File: config.mk
export PLATFORM = sky130hd
export DESIGN_NAME = bram_stream_reader
export DESIGN_NICKNAME = d
export VERILOG_FILES = /design/src/rtl/bram_pkg.sv /design/src/rtl/skid_buffer.sv /design/src/rtl/bram_stream_reader.sv
export SDC_FILE = /design/constraint.sdc
export NUM_CORES = 1
export LEC_CHECK = 0
export CELL_PAD_IN_SITES_DETAIL_PLACEMENT = 0
export CELL_PAD_IN_SITES_GLOBAL_PLACEMENT = 1
export CORE_UTILIZATION = 40
export CTS_BUF_LIST = sky130_fd_sc_hd__clkbuf_16
export DETAILED_ROUTE_END_ITERATION = 8
export PLACE_DENSITY = 0.85
export SLEW_MARGIN = 20
export SYNTH_ARGS = -nofsm -noshare
export SYNTH_HDL_FRONTEND = slang
export SYNTH_SLANG_ARGS = --single-unit
File: constraint.sdc
create_clock -name clk -period 5.1 [get_ports clk]
set_input_delay 0.765 -clock clk [delete_from_list [all_inputs] [get_ports clk]]
set_output_delay 0.765 -clock clk [all_outputs]
set_load 0.05 [all_outputs]
File: src/rtl/bram_pkg.sv
// Shared definitions for the BRAM-to-stream burst reader.
package bram_pkg;

  typedef enum logic [1:0] {
    ST_IDLE  = 2'd0,
    ST_READ  = 2'd1,
    ST_DRAIN = 2'd2
  } rd_state_t;

endpackage

File: src/rtl/skid_buffer.sv
// Two-entry output buffer; the head entry drives the stream outputs directly.
module skid_buffer #(
  parameter int WIDTH = 9
) (
  input  logic             clk,
  input  logic             rst_n,
  input  logic             flush,
  input  logic             in_valid,
  output logic             in_ready,
  input  logic [WIDTH-1:0] in_data,
  output logic             out_valid,
  input  logic             out_ready,
  output logic [WIDTH-1:0] out_data,
  output logic             full,
  output logic             empty
);

  logic [WIDTH-1:0] head_q;
  logic [WIDTH-1:0] tail_q;
  logic [1:0]       cnt_q;
  logic             push;
  logic             pop;

  assign empty     = (cnt_q == 2'd0);
  assign full      = (cnt_q == 2'd2);
  assign out_valid = !empty;
  assign out_data  = head_q;
  assign in_ready  = !full || out_ready;
  assign push      = in_valid && in_ready;
  assign pop       = out_valid && out_ready;

  always_ff @(posedge clk or negedge rst_n) begin
    if (!rst_n) begin
      head_q <= '0;
      tail_q <= '0;
      cnt_q  <= '0;
    end else if (flush) begin
      cnt_q <= '0;
    end else begin
      case ({push, pop})
        2'b10: begin
          if (empty) head_q <= in_data;
          else       tail_q <= in_data;
          cnt_q <= cnt_q + 2'd1;
        end
        2'b01: begin
          head_q <= tail_q;
          cnt_q  <= cnt_q - 2'd1;
        end
        2'b11: begin
          if (full) begin
            head_q <= tail_q;
            tail_q <= in_data;
          end else begin
            head_q <= in_data;
          end
        end
        default: ;
      endcase
    end
  end

endmodule

File: src/rtl/bram_stream_reader.sv
// Reads a burst of words from a 1-cycle-latency BRAM port and presents them
// as a valid/ready stream, with abort and zero-length handling.
module bram_stream_reader
  import bram_pkg::*;
#(
  parameter int DATA_WIDTH = 8,
  parameter int ADDR_WIDTH = 4
) (
  input  logic                  clk,
  input  logic                  rst_n,
  input  logic                  start,
  input  logic [ADDR_WIDTH-1:0] base_addr,
  input  logic [ADDR_WIDTH:0]   length,
  input  logic                  abort,
  output logic [ADDR_WIDTH-1:0] mem_addr,
  output logic                  mem_en,
  input  logic [DATA_WIDTH-1:0] mem_data,
  output logic                  m_valid,
  input  logic                  m_ready,
  output logic [DATA_WIDTH-1:0] m_data,
  output logic                  m_last,
  output logic                  busy,
  output logic                  done
);

  localparam logic [ADDR_WIDTH-1:0] ADDR_ONE = ADDR_WIDTH'(1);
  localparam logic [ADDR_WIDTH:0]   LEFT_ONE = (ADDR_WIDTH + 1)'(1);

  rd_state_t             state_q;
  logic [ADDR_WIDTH-1:0] addr_q;
  logic [ADDR_WIDTH:0]   left_q;
  logic                  rd_vld_q;
  logic                  rd_last_q;
  logic                  busy_q;
  logic                  done_q;

  logic                  abort_act;
  logic                  pop;
  logic                  sb_in_ready;
  logic                  sb_full;
  logic                  sb_empty;
  logic [DATA_WIDTH:0]   sb_out_data;

  assign abort_act = abort && (state_q != ST_IDLE);
  assign pop       = m_valid && m_ready;
  assign mem_addr  = addr_q;
  assign busy      = busy_q;
  assign done      = done_q;
  assign m_last    = sb_out_data[DATA_WIDTH];
  assign m_data    = sb_out_data[DATA_WIDTH-1:0];

  // mem_en is decided in the issuing cycle from the buffer flags and this
  // cycle's pop, keeping buffered + in-flight words at most two while still
  // sustaining one read per cycle when the stream is not stalled.
  assign mem_en = (state_q == ST_READ) && !abort_act &&
                  (sb_empty || (!rd_vld_q && sb_in_ready) || (!sb_full && pop));

  always_ff @(posedge clk or negedge rst_n) begin
    if (!rst_n) begin
      state_q   <= ST_IDLE;
      addr_q    <= '0;
      left_q    <= '0;
      rd_vld_q  <= 1'b0;
      rd_last_q <= 1'b0;
      busy_q    <= 1'b0;
      done_q    <= 1'b0;
    end else begin
      done_q    <= 1'b0;
      rd_vld_q  <= mem_en;
      rd_last_q <= mem_en && (left_q == LEFT_ONE);
      if (abort_act) begin
        state_q <= ST_IDLE;
        busy_q  <= 1'b0;
      end else begin
        case (state_q)
          ST_IDLE: begin
            if (start) begin
              if (length == '0) begin
                done_q <= 1'b1;
              end else begin
                state_q <= ST_READ;
                addr_q  <= base_addr;
                left_q  <= length;
                busy_q  <= 1'b1;
              end
            end
          end
          ST_READ: begin
            if (mem_en) begin
              addr_q <= addr_q + ADDR_ONE;
              left_q <= left_q - LEFT_ONE;
              if (left_q == LEFT_ONE) state_q <= ST_DRAIN;
            end
          end
          ST_DRAIN: begin
            if (pop && m_last) begin
              state_q <= ST_IDLE;
              busy_q  <= 1'b0;
              done_q  <= 1'b1;
            end
          end
          default: state_q <= ST_IDLE;
        endcase
      end
    end
  end

  // Data arriving from a read issued before an abort is dropped by the flush.
  skid_buffer #(
    .WIDTH(DATA_WIDTH + 1)
  ) u_skid (
    .clk      (clk),
    .rst_n    (rst_n),
    .flush    (abort_act),
    .in_valid (rd_vld_q),
    .in_ready (sb_in_ready),
    .in_data  ({rd_last_q, mem_data}),
    .out_valid(m_valid),
    .out_ready(m_ready),
    .out_data (sb_out_data),
    .full     (sb_full),
    .empty    (sb_empty)
  );

endmodule

### Word-level counts from Yosys, hierarchy flattened

Cells that the tools add are included.
Widths: inputs -> output; s select.

| storage, ports and cells | value |
|---|---|
| RAM bits | 0 |
| flip-flop bits (word level) | 35 |
| ROM bits | 0 |
| bits in latches | 0 |
| output and inout bits | 17 |
| memories kept | 0 |
| bits of input ports | 22 |

| operators by class | value |
|---|---|
| multiply operators | 0 |
| magnitude comparators | 0 |
| add/subtract/negate cells | 4 |
| multiplexer cells | 33 |
| shift-type cells | 0 |
| bitwise gates (word level) | 1 |
| div/mod/pow operators | 0 |
| equality and inequality tests | 18 |
| reductions and logical operators | 30 |

Operators with widths:

| kind | count |
|---|---|
| $mux 9 | 4 |
| $pmux 9 s3 | 1 |
| $pmux 9 s2 | 1 |
| $mux 5 | 3 |
| $mux 2 | 7 |
| $mux 4 | 3 |
| $ne 3x3->1 const B | 4 |
| $ne 2x2->1 const B | 5 |
| $pmux 5 s2 | 1 |
| $reduce_and 5->1 | 2 |
| $logic_and 1x1->1 | 9 |
| $reduce_bool 3->1 | 3 |
| $eq 2x2->1 const B | 4 |
| $mux 1 | 8 |
| $pmux 4 s2 | 1 |
| $reduce_and 4->1 | 2 |
| $pmux 2 s3 | 1 |
| $reduce_bool 2->1 | 3 |
| $eq 5x1->1 const B | 1 |
| $logic_not 5->1 | 1 |
| $sub 5x1->5 const B | 1 |
| $add 4x1->4 const B | 1 |
| $eq 2x1->1 const B | 2 |
| $logic_not 1->1 | 4 |
| other kinds (10) | 14 |

### Logic depth before layout (Yosys ltp)

| depth | value |
|---|---|
| depth after elaboration | 10 |
| depth in mapped cells | 6 |

### Modules after synthesis

Synthesis repeated with hierarchy kept, for this count alone.

| unflattened totals | value |
|---|---|
| cells, all modules | 195 |
| area total of the unflattened synthesis | 2024.4 sq um |

By module, submodules not included:

| module | area an instance (sq um) | times used | seq. area each (sq um) | cells each |
|---|---|---|---|---|
| skid_buffer | 1062.3 | 1 | 500.5 | 97 |
| bram_stream_reader | 962.2 | 1 | 375.4 | 98 |

### Worst setup path before layout

No wires, ideal clock.

| path | value |
|---|---|
| path type | input to output |
| start point | input m_ready |
| end point | output mem_en |
| path slack | 2673 ps |
| arrival | 1662 ps |
| cell stages on the path | 3 |
| cells stage by stage | or3b_1 o311ai_4 inv_1 |

| between the ends | value |
|---|---|
| word-level cells in the longest chain between the ends | 5 |
| elaborated cells on any way between the ends | 7 |
| those cells by class | reduce/logical: 7 |

RTL lines:

| what | line | RTL |
|---|---|---|
| from (decl) | bram_stream_reader.sv:19 | `input logic m_ready,` |
| $logic_or 1x1->1 | skid_buffer.sv:28 | `assign in_ready = !full \|\| out_ready;` |
| $logic_and 1x1->1 | bram_stream_reader.sv:56 | `(sb_empty \|\| (!rd_vld_q && sb_in_ready) \|\| (!sb_full && pop));` |
| $logic_or 1x1->1 | bram_stream_reader.sv:56 |  |
| $logic_or 1x1->1 * | bram_stream_reader.sv:56 |  |
| $logic_and 1x1->1 * | bram_stream_reader.sv:55 | `assign mem_en = (state_q == ST_READ) && !abort_act &&` |
| to (decl) | bram_stream_reader.sv:16 | `output logic mem_en,` |

Mark *: on every way between the ends. The rest lies on a longest branch, timed or not.

### Worst setup path in the final report

Ends and elaborated chain as after synthesis.

==> impl_metrics.env <==
export IMPL_gp_congestion=0.755
export IMPL_grt_pass1_wl_um=6510
export IMPL_fin_nets=243
export IMPL_slew_headroom_pct=26.0
export IMPL_ios=39
export IMPL_vias=1431
export IMPL_tightest_slew_ps=1100
export IMPL_synthDistinctLibCells=41
export IMPL_drtIter0Drc=107
export IMPL_reg2regPathDepth=4
export IMPL_syn_cell_area_mm2=0.00186
export IMPL_max_freq_mhz=277
export IMPL_hold_class="flip-flop to flip-flop"
export IMPL_slowest_stage="clkdlybuf4s50_1"
export IMPL_die_h_um=70.2
export IMPL_slew_viol_final=0
export IMPL_ant_nets=0
export IMPL_reg2reg_setup_slack_ps=3070
export IMPL_die_w_um=70.2
export IMPL_regToRegEndpoint="u_skid.out_data[8]"
export IMPL_hold_viol_final=0
export IMPL_grt_max_degree=36
export IMPL_drcViolationCount=0
export IMPL_worstHoldPathCells=1
export IMPL_fp_coreArea_mm2=0.00441
export IMPL_layout_setup_ws_ps=1490
export IMPL_cts_tree="yes"
export IMPL_synth_fp_nets=205
export IMPL_r2r_start="u_skid.cnt_q[1]"
export IMPL_vias_per_cell=5.28
export IMPL_finalCritPeriodShare_pct=70.8
export IMPL_yosysWarnings=0
export IMPL_post_cts_resized=0
export IMPL_cp_required_ps=4340
export IMPL_start_util_pct=42.1
export IMPL_cts_sinks=35
export IMPL_clockRootBuffer="clkbuf_16"
export IMPL_rows=24
export IMPL_synth_top_area_share_pct=47.1
export IMPL_maxCapViolations=0
export IMPL_postCtsHoldBufs=0
export IMPL_clk_pin_slew_worst_paths_ps=60
export IMPL_drt_total_wl_um=3690
export IMPL_cp_common_cell="clkdlybuf4s50_1"
export IMPL_hpwlAfterDp_um=2660
export IMPL_min_from="u_skid.tail_q[2]"
export IMPL_htreeDepth=2
export IMPL_area_growth_syn_to_layout_pct=29.3
export IMPL_p_leak_nw=1.05
export IMPL_wire_per_inst_um=13.6
export IMPL_critPathMaxFanout=10
export IMPL_path_class="input pin to output port"
export IMPL_io_buffers=38
export IMPL_cp_slowest_stage_delay_ps=730
export IMPL_grt_usage_pct=17.0
export IMPL_ys_seq_area_share_pct=47.1
export IMPL_critPathCaptureType="output port"
export IMPL_path_cells="clkdlybuf4s50_1 -> and2_1 -> o311ai_4 -> inv_1 -> clkdlybuf4s50_1"
export IMPL_n_antenna_cell=0
export IMPL_nFillCells=418
export IMPL_fin_setup_tns_ps=0
export IMPL_drive_above_1_share_pct=11.9
export IMPL_cts_setup_buffers=0
export IMPL_numCtsBuffers=5
export IMPL_status="finished, final reports clean"
export IMPL_yosysTopAreaCell="dfrtp_1"
export IMPL_synth_area_leaders="dfrtp_1, mux2_2, mux2i_1, a21oi_1, nor2_1"
export IMPL_antenna_found_initial=0
export IMPL_clk_latency_ps=280
export IMPL_avgSynthCellArea_um2=10.3
export IMPL_powerDensity_mw_per_mm2=593
export IMPL_rsz0062_at_grt="no"
export IMPL_whs_endpoint="u_skid.tail_q[2]"
export IMPL_worstPathArrival_ps=2840
export IMPL_finalCriticalPeriod_ps=3610
export IMPL_synth_seq_cells=35
export IMPL_critPathLaunchType="input pin"
export IMPL_max_vdd_ir_drop_mv=0.207
export IMPL_grt_ovfl_total=0
export IMPL_clk_path_buf_depth=2
export IMPL_fin_worst_skew_ps=5.50
export IMPL_die_area_mm2=0.00493
export IMPL_grt_pass1_vias=1387
export IMPL_place_ws_ps=1500
export IMPL_dr_pass1_iters=4
export IMPL_setup_viol=0
export IMPL_syn_inst=180
-- worst max-delay path by stage --
stage | from | to | slack [ps] | cells past startpoint
after floorplan | m_ready | mem_en | 2670 | 3
after global placement | m_ready | mem_en | 1510 | 5
after detailed placement | m_ready | mem_en | 1500 | 5
after CTS | m_ready | mem_en | 1490 | 5
after global routing | m_ready | mem_en | 1380 | 5
final | m_ready | mem_en | 1490 | 5
-- synthesized netlist by cell type --
master     number
o21a_4          1
a21oi_1        19
mux2i_1        10
nand2b_1        1
or2b_1          1
buf_2           1
dfrtp_1        35
a21oi_4         1
nand3_1         5
a221oi_1        3
or2_2           1
o311ai_4        1
o21ai_0         9
a21oi_2         1
or3b_1          2
ha_1            3
nor4_1          1
or3b_2          1
mux2_4          1
a21o_1          1
o22ai_1         1
buf_6           2
nor2_1         22
nand4bb_1       1
nand2_1         8
clkbuf_1        2
and2b_2         1
o2bb2ai_1       3
buf_4           2
nand4_1         2
buf_1           1
a211o_1         1
nor3_1          5
a2bb2oi_1       5
inv_1           6
a211oi_1        4
mux2_2          9
and2_1          1
nor3b_2         1
nor2b_1         4
nand3b_1        1
-- per-stage QoR --
| step | instance area, um2 | power (mW) | hold WS [ps] | cells | utilization (%) |
|---|---|---|---|---|---|
| after floorplan | 1860 | 0.945 | 469 | 180 | - |
| after global placement | 2260 | 1.13 | 486 | 263 | 51.2 |
| after detailed placement | 2260 | 1.14 | 493 | 263 | 51.2 |
| after CTS | 2400 | 1.44 | 505 | 271 | 54.5 |
| after global routing | 2400 | 1.51 | 512 | 271 | 54.5 |
| final | 2400 | 1.43 | 502 | 271 | 54.5 |
-- per-layer routing --
layer / vias up / track usage [%] / part of all wire, %
met5: - / 0 / 0
met4: 0 / 6.00 / 1.6
met2: 29 / 25.7 / 45
met1: 666 / 23.0 / 50
li1: 730 / - / -
met3: 6 / 5.19 / 4.1
-- sequential cells by signal, summed over array words and instances (netlist names) --
| register | flops |
|---|---|
| u_skid.out_data | 9 |
| u_skid.tail_q | 9 |
| left_q | 5 |
| mem_addr | 4 |
| state_q | 2 |
| u_skid.cnt_q | 2 |
| busy | 1 |
| done | 1 |
| rd_last_q | 1 |
| rd_vld_q | 1 |
-- logic make-up (layout without fill, tap and decap cells) --
kind of cell,count (synthesis),in the layout,share of synthesized area (%)
AO/OA/AOI/OAI,50,50,19.1
adder cells (fa/ha/maj),3,3,2.02
buffers and inverters,14,53,4.10
flip-flops,35,35,47.1
multiplexers,20,20,11.6
AND/OR/NAND/NOR,58,58,16.1
-- cells in the final DEF (no fill, tap or decap), types with 2 or more instances in the layout --
master / n
a211oi_1: 4
dfrtp_1: 35
inv_1: 6
nand2_1: 8
mux2_2: 9
ha_1: 3
nor2b_1: 4
a2bb2oi_1: 5
mux2i_1: 10
clkdlybuf4s50_1: 38
o21ai_0: 8
nand4_1: 2
a21oi_1: 19
nor3_1: 5
or3b_1: 2
o2bb2ai_1: 3
nor2_1: 22
a221oi_1: 3
nand3_1: 5
clkbuf_16: 5
-- power by group --
group | switching [mW] | internal (mW) | total [mW]
combinational | 0.399 | 0.262 | 0.660
sequential | 0.0814 | 0.389 | 0.471
clock | 0.114 | 0.180 | 0.294
-- area by class of cell --
cell class	instances	area (um2)	area share, %
Timing Repair Buffer	39	388	16.1
Sequential cell	35	876	36.4
Clock inverter	3	20.0	0.832
Inverter	6	22.5	0.937
Clock buffer	5	125	5.20
Multi-Input combinational cell	131	908	37.8
Tap cell	52	65.1	2.71
-- critical path, delay by kind of cell --
kind            cells  cell delay (ps)
compound gates      1              460
buf+inv             3             1380
simple gates        1              230
Note: power is estimated with default switching activity, not from simulation.
